[src/rtl/fibl_responder_if.sv]
// Call/return bundle between a caller and the fibl_responder.
//   start : one-cycle call request (caller -> responder)
//   in    : argument n, sampled with start
//   out   : fib(n) mod 2^intN, held until the next completion
//   busy  : call in progress
//   done  : one-cycle completion strobe
//   ovf   : true fib(n) did not fit in intN bits
interface fibl_responder_if #(
  parameter int unsigned intN = 16
);
  logic            start;
  logic [intN-1:0] in;
  logic [intN-1:0] out;
  logic            busy;
  logic            done;
  logic            ovf;

  modport master (output start, in, input out, busy, done, ovf);
  modport slave  (input start, in, output out, busy, done, ovf);
endinterface

[src/rtl/fibl_responder.sv]
// Iterative Fibonacci engine, callee side of the start/busy call protocol.
// Accepts n on a start pulse while idle, iterates n+1 busy cycles, then
// presents fib(n) mod 2^intN with an overflow flag and a one-cycle done.
// Ports:
//   clk  : clock, rising edge
//   rst  : synchronous active-high reset
//   bus  : fibl_responder_if.slave (start, in, out, busy, done, ovf)
// Optional feature: define FIBL_MEMO_EN to keep a one-entry cache of the
// last completed call; a repeated n then completes in one cycle without busy.
module fibl_responder #(
  parameter int unsigned intN = 16
) (
  input  logic              clk,
  input  logic              rst,
  fibl_responder_if.slave   bus
);

  typedef enum logic {IDLE = 1'b0, ITER = 1'b1} state_t;

  state_t          state_q, state_d;
  logic [intN-1:0] a_q, a_d;
  logic [intN-1:0] b_q, b_d;
  logic [intN-1:0] cnt_q, cnt_d;
  logic            tag_a_q, tag_a_d;
  logic            tag_b_q, tag_b_d;
  logic [intN-1:0] out_q, out_d;
  logic            ovf_q, ovf_d;
  logic            done_q, done_d;
  logic            busy_q, busy_d;
  logic [intN:0]   sum_c;
  logic            memo_hit_c;

`ifdef FIBL_MEMO_EN
  logic            memo_valid_q, memo_valid_d;
  logic [intN-1:0] memo_n_q, memo_n_d;
  logic [intN-1:0] n_q, n_d;

  // Cached result is reusable only for the exact same argument
  assign memo_hit_c = memo_valid_q && (bus.in == memo_n_q);
`else
  assign memo_hit_c = 1'b0;
`endif

  // Widened add so the carry out of the b term can be tagged
  assign sum_c = {1'b0, a_q} + {1'b0, b_q};

  // State register
  always_ff @(posedge clk) begin
    if (rst) state_q <= IDLE;
    else     state_q <= state_d;
  end

  // Next-state logic
  always_comb begin
    state_d = state_q;
    case (state_q)
      IDLE: if (bus.start && !memo_hit_c) state_d = ITER;
      ITER: if (cnt_q == '0)              state_d = IDLE;
      default: state_d = IDLE;
    endcase
  end

  // Datapath and output next values
  always_comb begin
    a_d     = a_q;
    b_d     = b_q;
    cnt_d   = cnt_q;
    tag_a_d = tag_a_q;
    tag_b_d = tag_b_q;
    out_d   = out_q;
    ovf_d   = ovf_q;
    done_d  = 1'b0;
`ifdef FIBL_MEMO_EN
    memo_valid_d = memo_valid_q;
    memo_n_d     = memo_n_q;
    n_d          = n_q;
`endif
    case (state_q)
      IDLE: begin
        if (bus.start) begin
          if (memo_hit_c) begin
            // out/ovf already hold the cached result
            done_d = 1'b1;
          end else begin
            a_d     = '0;
            b_d     = intN'(1);
            cnt_d   = bus.in;
            tag_a_d = 1'b0;
            tag_b_d = 1'b0;
`ifdef FIBL_MEMO_EN
            n_d     = bus.in;
`endif
          end
        end
      end
      ITER: begin
        if (cnt_q != '0) begin
          a_d     = b_q;
          b_d     = sum_c[intN-1:0];
          cnt_d   = cnt_q - intN'(1);
          // b runs a term ahead; its overflow only matters once shifted into a
          tag_a_d = tag_b_q;
          tag_b_d = sum_c[intN] | tag_a_q | tag_b_q;
        end else begin
          out_d  = a_q;
          ovf_d  = tag_a_q;
          done_d = 1'b1;
`ifdef FIBL_MEMO_EN
          memo_valid_d = 1'b1;
          memo_n_d     = n_q;
`endif
        end
      end
      default: ;
    endcase
    busy_d = (state_d == ITER);
  end

  // Datapath and output registers
  always_ff @(posedge clk) begin
    if (rst) begin
      a_q     <= '0;
      b_q     <= '0;
      cnt_q   <= '0;
      tag_a_q <= 1'b0;
      tag_b_q <= 1'b0;
      out_q   <= '0;
      ovf_q   <= 1'b0;
      done_q  <= 1'b0;
      busy_q  <= 1'b0;
    end else begin
      a_q     <= a_d;
      b_q     <= b_d;
      cnt_q   <= cnt_d;
      tag_a_q <= tag_a_d;
      tag_b_q <= tag_b_d;
      out_q   <= out_d;
      ovf_q   <= ovf_d;
      done_q  <= done_d;
      busy_q  <= busy_d;
    end
  end

`ifdef FIBL_MEMO_EN
  // Cache registers; an abandoned call never reaches the update above
  always_ff @(posedge clk) begin
    if (rst) begin
      memo_valid_q <= 1'b0;
      memo_n_q     <= '0;
      n_q          <= '0;
    end else begin
      memo_valid_q <= memo_valid_d;
      memo_n_q     <= memo_n_d;
      n_q          <= n_d;
    end
  end
`endif

  assign bus.out  = out_q;
  assign bus.ovf  = ovf_q;
  assign bus.done = done_q;
  assign bus.busy = busy_q;

endmodule

[src/flat_wrapper.sv]
// flat-port wrapper written by rule: the top's interface ports become plain ports
module fibl_responder_flat 
#(
  parameter int unsigned intN = 16
)
  (clk, rst, bus_start, bus_in, bus_out, bus_busy, bus_done, bus_ovf);
  fibl_responder_if #(.intN(intN)) bus_i ();
  input  logic clk;
  input  logic rst;
  input wire logic [$bits(bus_i.start)-1:0] bus_start;
  input wire logic [$bits(bus_i.in)-1:0] bus_in;
  output wire logic [$bits(bus_i.out)-1:0] bus_out;
  output wire logic [$bits(bus_i.busy)-1:0] bus_busy;
  output wire logic [$bits(bus_i.done)-1:0] bus_done;
  output wire logic [$bits(bus_i.ovf)-1:0] bus_ovf;
  assign bus_i.start = bus_start;
  assign bus_i.in = bus_in;
  assign bus_out = bus_i.out;
  assign bus_busy = bus_i.busy;
  assign bus_done = bus_i.done;
  assign bus_ovf = bus_i.ovf;
  fibl_responder #(.intN(intN)) u_core (.clk(clk), .rst(rst), .bus(bus_i));
endmodule
[config.mk]
export PLATFORM = sky130hd
export DESIGN_NAME = fibl_responder_flat
export DESIGN_NICKNAME = d
export VERILOG_FILES = /design/src/rtl/fibl_responder_if.sv /design/src/rtl/fibl_responder.sv /design/src/flat_wrapper.sv
export SDC_FILE = /design/constraint.sdc
export NUM_CORES = 1
export LEC_CHECK = 0
export BUFFER_PORTS_ARGS = -buffer_cell sky130_fd_sc_hd__buf_4
export CORE_UTILIZATION = 40
export CTS_BUF_LIST = sky130_fd_sc_hd__clkbuf_4
export CTS_CLUSTER_DIAMETER = 120
export DETAILED_ROUTE_END_ITERATION = 10
export GPL_TIMING_DRIVEN = 0
export PLACE_DENSITY = 0.62
export RECOVER_POWER = 50
export SETUP_SLACK_MARGIN = 0.4
export SLEW_MARGIN = 20
export SYNTH_ARGS = -nofsm -noshare
export SYNTH_HDL_FRONTEND = slang
export SYNTH_SLANG_ARGS = --single-unit
[constraint.sdc]
create_clock -name clk -period 2.8 [get_ports clk]
set_input_delay 0.42 -clock clk [delete_from_list [all_inputs] [get_ports clk]]
set_output_delay 0.42 -clock clk [all_outputs]
set_load 0.01 [all_outputs]
==> results.ini, run 1 <==
[placement]
dp_hpwl_um=5950
portBuffers=37
place.gp.congestion=0.863
dpl.cell_count=532

[finish]
fillers=821
diodes=0
finalNonFillerCells=548
drive_gt1_frac=0.120
layout_commonest_cell=dfxtp_1
area_growth_pct=16.0
final_cell_mix=dfxtp_1 (69), nand2_1 (60), a21oi_1 (36)
finalNetCount=476

[sta]
fin_setup_tns_ns=0
hold_violations=0
skew_ns=0.0219
layout_min_cycle_time_ns=2.46
finalSetupViolations=0
grt_setup_unrepaired=yes
finalMaxSlewViolations=0
relSlewSlack=0.445
worstMarginPinSlew_ns=0.827
final.period_utilization=0.877
fmax_ghz=0.407
fin_hold_ws_ns=0.225

[synthesis]
synth_top_area_frac=0.410
synth_nets=428
netlist_area_mm2=0.00337
synth_xor_area_frac=0.0468
synth_edf_count=0
ys_async_sr_fraction=0
seq_area_frac_synth=0.410
synth_top_area_cell=dfxtp_1
syn_inst=390
synth_flop_cell=dfxtp_1
ys_ff_latch=69
yosysWarnings=0
avgSynthCellArea_um2=8.65
synth_adder_area_share=0.0727
synth_cell_types=49
synth_top_family_by_area=compound AO/OA/AOI/OAI gates
synth_mux_area_frac=0
synth_area_leaders=dfxtp_1 (41%), a22o_1 (7.8%), ha_1 (6.7%), nand2_1 (6.7%), a21oi_1 (5.5%)
synth-compound-area-share=0.254
synthSimpleGateAreaFrac=0.186

[die]
die_y_um=93.8
io-pin-count=38
initial_core_util=0.412
die_x_um=93.8
coreArea_mm2=0.00818
fp-row-count=33
dieArea_mm2=0.00880

[route]
drc=0
post_drt_via_cell_ratio=5.54
dr.pass1.iters=6
vias=3034
drtAntennaViolNets=0
drtIter0Drc=126
routedWlPerCell_um=15.4
drt-total-wl_um=8430

[clocking]
clk_path_buf_depth=2
post_cts_buffers=0
holdBufCountCts=0
cts_made_buffers=9
cts_root_buf=clkbuf_4
cts_sinks=69
h-tree-depth=3
clock_latency_ns=0.43
path_clk_slew_ns=0.13
tritoncts=yes

[global_route]
grt.overflow.total=0
antenna_found_initial=0
grt_pass1_wl_um=13800
grt_max_degree=14
grt_usage=0.204
grt_pass1_vias=2794

[worst_hold_path]
min_path_type=in -> reg

[critical_path]
worst-setup-path-type=reg -> reg
worstSetupStartpointType=flop
cp.required_ns=3.11
cp_max_fo=10
cp_data_arrival_time_ns=2.77
critPathCaptureType=flop

[flow_run]
drv_cap=0

[outcome]
status=completed

[power_and_ir_drop]
leakage_nw=1.64
powerDensity_mw_per_mm2=523
vdd_drop_max_v=0.000224

-- through the flow --
stage | setup WS, ns | util | instance area (um2) | power [mW]
3_5_place_dp | 0.286 | 0.463 | 3780 | 1.30
3_3_place_gp | 0.326 | 0.463 | 3780 | 1.30
4_1_cts | 0.408 | 0.484 | 3960 | 2.06
5_1_grt | 0.211 | 0.478 | 3910 | 2.15
2_1_floorplan | 0.597 | - | 3370 | 1.22
6_report | 0.344 | 0.478 | 3910 | 2.05
-- cell type report --
cell class	count	area (um2)	area share
flip-flops and latches	69	1380	0.353
plain buffers	20	85.1	0.0218
clock buffers	9	67.6	0.0173
multi-input cells	295	1920	0.491
repair buffers	37	206	0.0528
clock inverters	7	97.6	0.0250
well taps	105	131	0.0336
inverters	6	22.5	0.00576
-- sequential cells by signal, indices dropped and copies added (netlist names) --
name	cells
u_core.bus.ovf	1
u_core.b_q	16
u_core.tag_a_q	1
u_core.bus.out	16
u_core.cnt_q	16
u_core.tag_b_q	1
u_core.bus.done	1
u_core.a_q	16
u_core.state_q	1
-- what timing repair did --
item	in CTS	in global routing
gates resized for setup	4	15
pin swaps	0	2
setup endpoints to repair	3	38
-- power breakdown --
group	internal (mW)	switching, mW	total (mW)
Sequential	1.01	0.0325	1.04
Clock	0.367	0.397	0.763
Combinational	0.0949	0.146	0.241
Total	1.47	0.575	2.05
-- critical path, stage by stage (launching register included) --
cell and delay, ns:
dfxtp_1 0.39, nor4_1 0.65, and2_1 0.34, and2_0 0.22, buf_2 0.27, nor2_2 0.12
a2bb2oi_1 0.16, a21o_1 0.19
-- cells in the mapped netlist, types with 3 or more instances --
| library cell | n |
|---|---|
| buf_2 | 6 |
| a22o_1 | 30 |
| a22oi_1 | 5 |
| a21o_1 | 5 |
| nor3b_1 | 4 |
| a21oi_1 | 37 |
| and2_1 | 4 |
| xor2_1 | 8 |
| nor2_1 | 27 |
| a211oi_1 | 9 |
| nor4_1 | 4 |
| nand3_1 | 6 |
| dfxtp_1 | 69 |
| o31ai_1 | 4 |
| inv_1 | 6 |
| nand2_1 | 60 |
| o21ai_0 | 14 |
| clkbuf_1 | 14 |
| ha_1 | 18 |
| and3_1 | 3 |
| xnor2_1 | 10 |
| nor3_1 | 11 |
-- final timing paths --
check / from / end / slack, ns / cells after the start
setup / recovery: u_core.cnt_q[7] / u_core.cnt_q[9] / 0.34 / 7
hold / removal: rst / u_core.state_q / 0.22 / 2
setup reg to reg: u_core.cnt_q[7] / u_core.cnt_q[9] / 0.34 / 7
hold reg to reg: u_core.bus.out[3] / u_core.bus.out[3] / 0.46 / 2
-- routing by layer --
layer,GRT usage,part of all wire,vias to the layer above
met5,0,0,-
met4,0.0628,0.010,0
met3,0.0453,0.051,8
met2,0.308,0.43,74
met1,0.286,0.51,1422
li1,-,-,1530
-- logic make-up (layout without fill, tap and decap cells) --
family / count (synthesis) / after routing
adders and majority gates: 19 / 19
AOI/OAI and AO/OA: 124 / 124
DFF: 69 / 69
xor gates and xnor gates: 18 / 18
and+or+nand+nor: 134 / 134
buffers and inverters: 26 / 79
No activity file was read; power rests on OpenSTA's default activity.
==> run 2, diff against run 1 <==
- BUFFER_PORTS_ARGS: -buffer_cell sky130_fd_sc_hd__buf_4 -> -buffer_cell sky130_fd_sc_hd__buf_2
==> results.ini, run 2 (same netlist as run 1, synthesis figures left out) <==
[outcome]
status=completed

[global_route]
grt_pass1_vias=2788
grt.overflow.total=0
grt_max_degree=14
antenna_found_initial=0
grt_pass1_wl_um=13500
grt_usage=0.199

[critical_path]
path_delay_family=compound AO/OA/AOI/OAI gates
crit_chain=inv_1 > ha_1 > nor3b_1 > and3_1 > a21oi_4 > clkbuf_1 > o221ai_1 > a21oi_1
cp_max_fo=10
worst-path-buf-inv=2
worst_path_largest_cell_delay_ns=0.49
worstSetupStartpointType=flop
worst-setup-path-type=reg -> reg
crit_slowest_cell=clkbuf_1
critPathCaptureType=flop
cp.required_ns=3.17
cp_data_arrival_time_ns=2.72

[die]
fp-row-count=33
coreArea_mm2=0.00818
dieArea_mm2=0.00880
initial_core_util=0.412
die_y_um=93.8
io-pin-count=38
die_x_um=93.8

[finish]
finalNetCount=476
diodes=0
drive_gt1_frac=0.124
fillers=844
multiInputGateArea_mm2=0.00193
area_growth_pct=14.9
layout_commonest_cell=dfxtp_1
final_cell_mix=dfxtp_1 (69), nand2_1 (60), a21oi_1 (36)
register_area_mm2=0.00138
fin_area_mm2=0.00387

[sta]
grt_setup_unrepaired=yes
skew_ns=0.0242
worstMarginPinSlew_ns=1.19
finalMaxSlewViolations=0
fmax_ghz=0.425
relSlewSlack=0.200
fin_setup_tns_ns=0
hold_violations=0
final.period_utilization=0.840
finalSetupViolations=0
worst_slack_ns=0.447
layout_min_cycle_time_ns=2.35

[clocking]
cts_sinks=69
h-tree-depth=3
cts_root_buf=clkbuf_4
path_clk_slew_ns=0.13
tritoncts=yes
holdBufCountCts=0
clk_path_buf_depth=2
clock_latency_ns=0.42
cts_made_buffers=9

[placement]
portBuffers=37
place.gp.congestion=0.860
dpl_cell_area_mm2=0.00369
dp_slack_ns=0.342
dp_hpwl_um=5840

[route]
drtIter0Drc=175
vias=3038
drc=0
drtAntennaViolNets=0
post_drt_via_cell_ratio=5.54
routedWlPerCell_um=15.0
drt-total-wl_um=8230
dr.pass1.iters=4

[worst_hold_path]
min_path_type=in -> reg

[power_and_ir_drop]
vdd_drop_max_v=0.000179
leakage_nw=1.63
powerDensity_mw_per_mm2=523

[flow_run]
drv_cap=0

-- run 2: cell types whose count changed in the layout (fill, tap and decap cells not counted), moves of 2 or more --
cell     delta
buf_2      +18
o21ai_0     +2
o21ai_1     -2
buf_4      -18
-- run 2: final cells by class --
type                       instances  share of cell area
clock buffer                       9              0.0174
timing repair buffer              37              0.0417
clock inverter                     7              0.0255
tap                              105              0.0339
inverter                           6             0.00581
sequential                        69               0.357
buffer                            20              0.0216
multi-input combinational        295               0.497
-- run 2: path summary, 6_finish.rpt --
kind / from / slack [ns] / cells after the start / endpoint
worst min register to register: u_core.bus.out[1] / 0.46 / 2 / u_core.bus.out[1]
worst min-delay path: bus_in[7] / 0.26 / 3 / u_core.cnt_q[7]
worst max register to register: u_core.cnt_q[0] / 0.45 / 8 / u_core.cnt_q[11]
worst max-delay path: u_core.cnt_q[0] / 0.45 / 8 / u_core.cnt_q[11]
-- run 2: per-layer routing --
metal	global-route usage	share of wire
met5	0	0
met4	0.0615	0.012
met3	0.0445	0.055
met2	0.305	0.43
met1	0.277	0.50
-- run 2: stage by stage --
step	hold slack, ns	utilization	std cells	power (mW)
6_report	0.258	0.474	548	2.02
5_1_grt	0.252	0.474	548	2.12
4_1_cts	0.250	0.473	548	2.04
3_5_place_dp	0.443	0.451	532	1.29
3_3_place_gp	0.442	0.451	532	1.29
2_1_floorplan	0.443	-	390	1.22
-- run 2: worst min-delay path, cell delays in order --
cell	delay, ns
buf_2	0.10
nor2_1	0.09
nor4_1	0.05
-- run 2: power by group --
group          internal [mW]  switching [mW]
Combinational         0.0889           0.146
Sequential              1.01          0.0326
Clock                  0.366           0.382
Total                   1.46           0.560
-- run 2: timing repair --
item / CTS / global route
buffers inserted: 0 / 0
cloned: 0 / 0
pin swaps: 0 / 1
resized for setup: 5 / 13
endpoints found under the setup margin: 8 / 37
